[config.mk]
export PLATFORM = sky130hd
export DESIGN_NAME = secure_scan_register
export DESIGN_NICKNAME = d
export VERILOG_FILES = /design/src/rtl/secure_scan_register.sv
export SDC_FILE = /design/constraint.sdc
export NUM_CORES = 1
export LEC_CHECK = 0
export CELL_PAD_IN_SITES_DETAIL_PLACEMENT = 0
export CELL_PAD_IN_SITES_GLOBAL_PLACEMENT = 1
export CORE_MARGIN = 5
export CORE_UTILIZATION = 37
export DETAILED_ROUTE_END_ITERATION = 8
export GPL_TIMING_DRIVEN = 0
export PLACE_DENSITY_LB_ADDON = 0.3
export SLEW_MARGIN = 30
export SYNTH_ARGS = -nofsm -noshare
export SYNTH_HDL_FRONTEND = slang
export SYNTH_SLANG_ARGS = --single-unit
[constraint.sdc]
create_clock -name CLK -period 1.65 [get_ports CLK]
set_clock_uncertainty 0.05 [all_clocks]
set_input_delay 0.495 -clock CLK [delete_from_list [all_inputs] [get_ports CLK]]
set_output_delay 0.495 -clock CLK [all_outputs]
set_load 0.05 [all_outputs]
[src/rtl/secure_scan_register.sv]
// secure_scan_register: IJTAG test data register with a key-authenticated shadow update stage.
// Ports:
//   CLK, Rst                  scan clock, synchronous active-high reset
//   Sel                       segment select; all operations are ignored when low
//   CaptureEn/ShiftEn/UpdateEn  operation requests, priority capture > shift > update
//   SI, SO                    serial scan in / out (SO is the shift register LSB)
//   ParIn, ParOut             instrument status in / shadow register out
//   AuthFail                  one-cycle pulse after a rejected update
//   Locked                    set once MAX_FAIL updates have been rejected, cleared only by Rst
module secure_scan_register #(
    parameter int                WIDTH     = 8,
    parameter int                KEY_W     = 4,
    parameter logic [KEY_W-1:0]  KEY       = 4'hA,
    parameter int                MAX_FAIL  = 3,
    parameter logic [WIDTH-1:0]  RESET_VAL = '0
) (
    input  logic             CLK,
    input  logic             Rst,
    input  logic             Sel,
    input  logic             CaptureEn,
    input  logic             ShiftEn,
    input  logic             UpdateEn,
    input  logic             SI,
    output logic             SO,
    input  logic [WIDTH-1:0] ParIn,
    output logic [WIDTH-1:0] ParOut,
    output logic             AuthFail,
    output logic             Locked
);
    localparam int N = WIDTH + KEY_W;
    localparam logic [7:0] MF = 8'(MAX_FAIL);

    logic [N-1:0]     sr_q, sr_d;
    logic [WIDTH-1:0] par_q, par_d;
    logic [7:0]       fc_q, fc_d;
    logic             fail_q, fail_d;
    logic             lock_q, lock_d;
    logic             cap, sh, up, ok;

    assign cap = Sel && CaptureEn;
    assign sh  = Sel && ShiftEn && !CaptureEn;
    assign up  = Sel && UpdateEn && !CaptureEn && !ShiftEn;
    // Lock overrides even a correct key.
    assign ok  = (sr_q[N-1:WIDTH] == KEY) && !lock_q;

    always_comb begin
        sr_d   = cap ? {{KEY_W{1'b0}}, ParIn} : sh ? {SI, sr_q[N-1:1]} : sr_q;
        par_d  = (up && ok) ? sr_q[WIDTH-1:0] : par_q;
        fail_d = up && !ok;
        fc_d   = !fail_d ? fc_q : (fc_q >= MF) ? MF : fc_q + 8'd1;
        lock_d = (fc_d == MF);
    end

    always_ff @(posedge CLK) begin
        if (Rst) begin
            sr_q   <= '0;
            par_q  <= RESET_VAL;
            fc_q   <= '0;
            fail_q <= 1'b0;
            lock_q <= 1'b0;
        end else begin
            sr_q   <= sr_d;
            par_q  <= par_d;
            fc_q   <= fc_d;
            fail_q <= fail_d;
            lock_q <= lock_d;
        end
    end

    assign SO       = sr_q[0];
    assign ParOut   = par_q;
    assign AuthFail = fail_q;
    assign Locked   = lock_q;
endmodule

==> results by group <==
Outcome
  • Status: complete, no violations

STA
  • Final setup vio count: 0
  • RSZ-0062 raised after global routing: false
  • Worst-Margin Slew: 0.510 ns
  • Slew Viols, Final: 0
  • Final min period: 1.59 ns
  • Slew margin rel.: 66.0%
  • Fmax: 627 MHz
  • Hold WS: 0.325 ns
  • Final period utilization: 96.7%
  • Fin. Hold Viols: 0
  • Setup WS post-layout: 0.0550 ns
  • Setup TNS: 0 ns

Synthesis
  • Post-synthesis share of cell area spent on xor and xnor gates: 0%
  • Gate Count Post-Synth: 125
  • Synth Area per Inst: 9.79 µm²
  • Multiplexer share of the synthesized area: 9.82%
  • Main area contributors after synthesis: dfxtp_1 (49%), mux2i_1 (9.8%), nor2_1 (8.3%)
  • Area leader, netlist: dfxtp_1
  • Top_reg_cell synth: dfxtp_1
  • Synth Area in Simple Gates: 23.8%
  • EDFF count, synth: 0
  • Asr flop ratio synth: 0%
  • Syn Nets: 141
  • Largest family of logic cells by synthesized area: simple AND/OR/NAND/NOR gates
  • Yosys warns: 0
  • Unique cell type count in the Yosys netlist: 29
  • Adder-Cell Fraction of Synth Area: 1.02%
  • Compound-Gate Fraction of Synth Area: 12.8%
  • Register area share after synthesis: 49.1%
  • Synthesized area: 1220 µm²
  • Post-synth top area share: 49.1%
  • #FFs+latches synth: 30

Setup path
  • Arr. time, crit path: 1.05 ns
  • Crit path launch type: flip-flop
  • Critical-path top delay cell: clkdlybuf4s15_2
  • Worst Setup Path Type: reg -> out
  • Worst setup EP type: primary output
  • Crit-path max FO: 2
  • Max incr delay on CP: 0.37 ns
  • Worst r2r src: sr_q[10]$_SDFFE_PP0P_
  • Family with the most delay on the worst path: buffers and inverters
  • RR Endpoint: Locked$_SDFF_PP0_
  • Cell Chain, Critical Path: clkdlybuf4s15_2
  • Critical Path RT: 1.10 ns
  • R2R Setup Slk: 0.14 ns
  • Reg2reg path depth: 4
  • CP Buf/Inv Count: 1

Place
  • RePlAce Congestion: 0.743
  • Dpl ws: -0.479 ns
  • Final HPWL DP: 1830 µm
  • Port Buffer Count: 24

GRT
  • Vias in the first global route: 975
  • First-pass GRT wire length: 4310 µm
  • Remaining Overflow, GRT: 0
  • Pin count of the biggest net entering global routing: 11
  • GRT Total Usage: 12.8%
  • Antenna violations before repair: 0

Pwr
  • Pint: 1.00 mW
  • Clock power frac: 34.5%
  • Peak VDD IR: 0.000346 V
  • Combinational share of power: 8.9%
  • P per Cell Area: 821 nW/µm²
  • Switching part of the total: 24.5%
  • Sw power: 325 µW
  • Power, Total: 1.33 mW
  • Leakage: 0.675 nW
  • Part of the power in registers: 56.7%

Routing
  • Initial DRC Count: 31
  • DRT Wirelength: 2530 µm
  • Drc violations: 0
  • Post-DR wirelength/cell: 12.4 µm
  • Routed via count: 957
  • Vias/cell: 4.71
  • Met2 wire len: 1100 µm
  • Antenna Nets Post-Route: 0
  • Metal3 WL: 107 µm
  • Top Layer Used: met4
  • Drt first pass iters: 4
  • Met1 WL: 1260 µm

Clock network
  • CTS Buf Count: 5
  • Clock Latency Late Sink: 0.32 ns
  • CTS tree: yes
  • H-tree Lvls: 2
  • Sink Count: 30
  • Clock slew at the register clock pins of the worst setup and hold paths: 0.10 ns
  • Clock Tree Buf Depth: 2
  • Cts-stage hold buffer count: 0
  • CTS root buffer: clkbuf_4

Hold path
  • Hold endpoint: sr_q[1]$_SDFFE_PP0P_
  • Hold crit path type: in -> reg
  • Hold Crit Depth: 2
  • Worst Hold Launch: Rst

Flow run
  • Max cap viols: 0

Die
  • Ports: 26
  • Die Height: 67.5 µm
  • Die width: 67.5 µm
  • Rows: 20
  • DIE AREA: 4560 µm²
  • Initial Utilization: 39.4%
  • Core footprint: 3100 µm²

Final layout
  • Layout cells sized above 1: 21.4%
  • Fill cells: 322
  • Fin nets: 174
  • P&R area growth vs syn: 32.0%
  • Storage cell area: 601 µm²
  • # diodes: 0
  • Multi-input gate area: 598 µm²
[cells by family after synthesis]
family / after synthesis
adders and majority gates: 1
buffers and inverters: 7
AOI/OAI and AO/OA: 19
and+or+nand+nor: 56
DFF: 30
muxes: 12
[cell type report]
type                            count  share of cell area [%]
Multi-Input combinational cell     88                    37.0
Clock inverter                      2                   0.775
Sequential cell                    30                    37.2
Clock buffer                        6                    3.18
Inverter                            1                   0.232
Timing Repair Buffer               26                    15.8
Buffer                              6                    2.40
Tap cell                           44                    3.41
[state kept, by name, summed over array words and instances, names as in the netlist]
register	count
ParOut	8
AuthFail	1
Locked	1
fc_q	8
sr_q	12
[cell usage in the layout (no fill, tap or decap), types with 4 or more instances in the layout]
cell	synthesis	layout
a22oi_1	5	5
clkdlybuf4s50_1	0	9
nor3_1	5	5
and2_1	4	4
nand2_1	7	7
mux2i_1	12	12
dfxtp_1	30	30
clkdlybuf4s15_2	0	9
clkbuf_4	0	5
nor2_1	27	26
a21oi_1	7	7
[synth_stat cells, drive strengths merged, types with 3 or more instances]
cell type   n
nand2       7
clkbuf      3
and2        5
nor4        3
nor2       27
dfxtp      30
buf         3
a22oi       5
mux2i      12
nor3        5
a21oi       7
[power groups by stage]
stage / logic, mW / clock network, mW / registers (mW)
floorplan: 0.0617 / 0 / 0.773
global placement: 0.119 / 0 / 0.768
detailed placement: 0.119 / 0 / 0.768
CTS: 0.117 / 0.477 / 0.752
global route: 0.130 / 0.514 / 0.755
finish: 0.117 / 0.457 / 0.752
[worst max path at each step]
| stage | startpoint | end | slack [ns] | depth (start not counted) |
|---|---|---|---|---|
| finish | ParOut[6]$_SDFFE_PP0P_ | ParOut[6] | 0.06 | 1 |
| global route | ParOut[3]$_SDFFE_PP0P_ | ParOut[3] | 0.002 | 1 |
| CTS | Locked$_SDFF_PP0_ | Locked | 0.001 | 1 |
| detailed placement | Sel | Locked$_SDFF_PP0_ | -0.48 | 5 |
| global placement | Sel | sr_q[7]$_SDFFE_PP0P_ | -0.44 | 6 |
| floorplan | ShiftEn | Locked$_SDFF_PP0_ | 0.14 | 4 |
[timing repair]
| action | in CTS | in global routing |
|---|---|---|
| pin swaps | 2 | 1 |
| resized for setup | 40 | 5 |
| setup endpoints to repair | 33 | 20 |
| setup buffers | 1 | 0 |
| cloned | 0 | 1 |
| hold endpoints to repair | 0 | 0 |
[routing by layer]
layer  up-vias  global-route usage, %
li1        506                      -
met1       423                   15.9
met2        22                   19.7
met3         6                   3.66
met4         0                   7.59
met5         -                      0
[per-stage QoR]
step                utilization (%)  cell area, µm²  cells
floorplan                         -            1220    125
global placement               49.0            1520    193
detailed placement             49.0            1520    193
CTS                            51.6            1600    202
global route                   52.1            1620    203
finish                         52.1            1620    203
(Power assumes the default switching activity.)
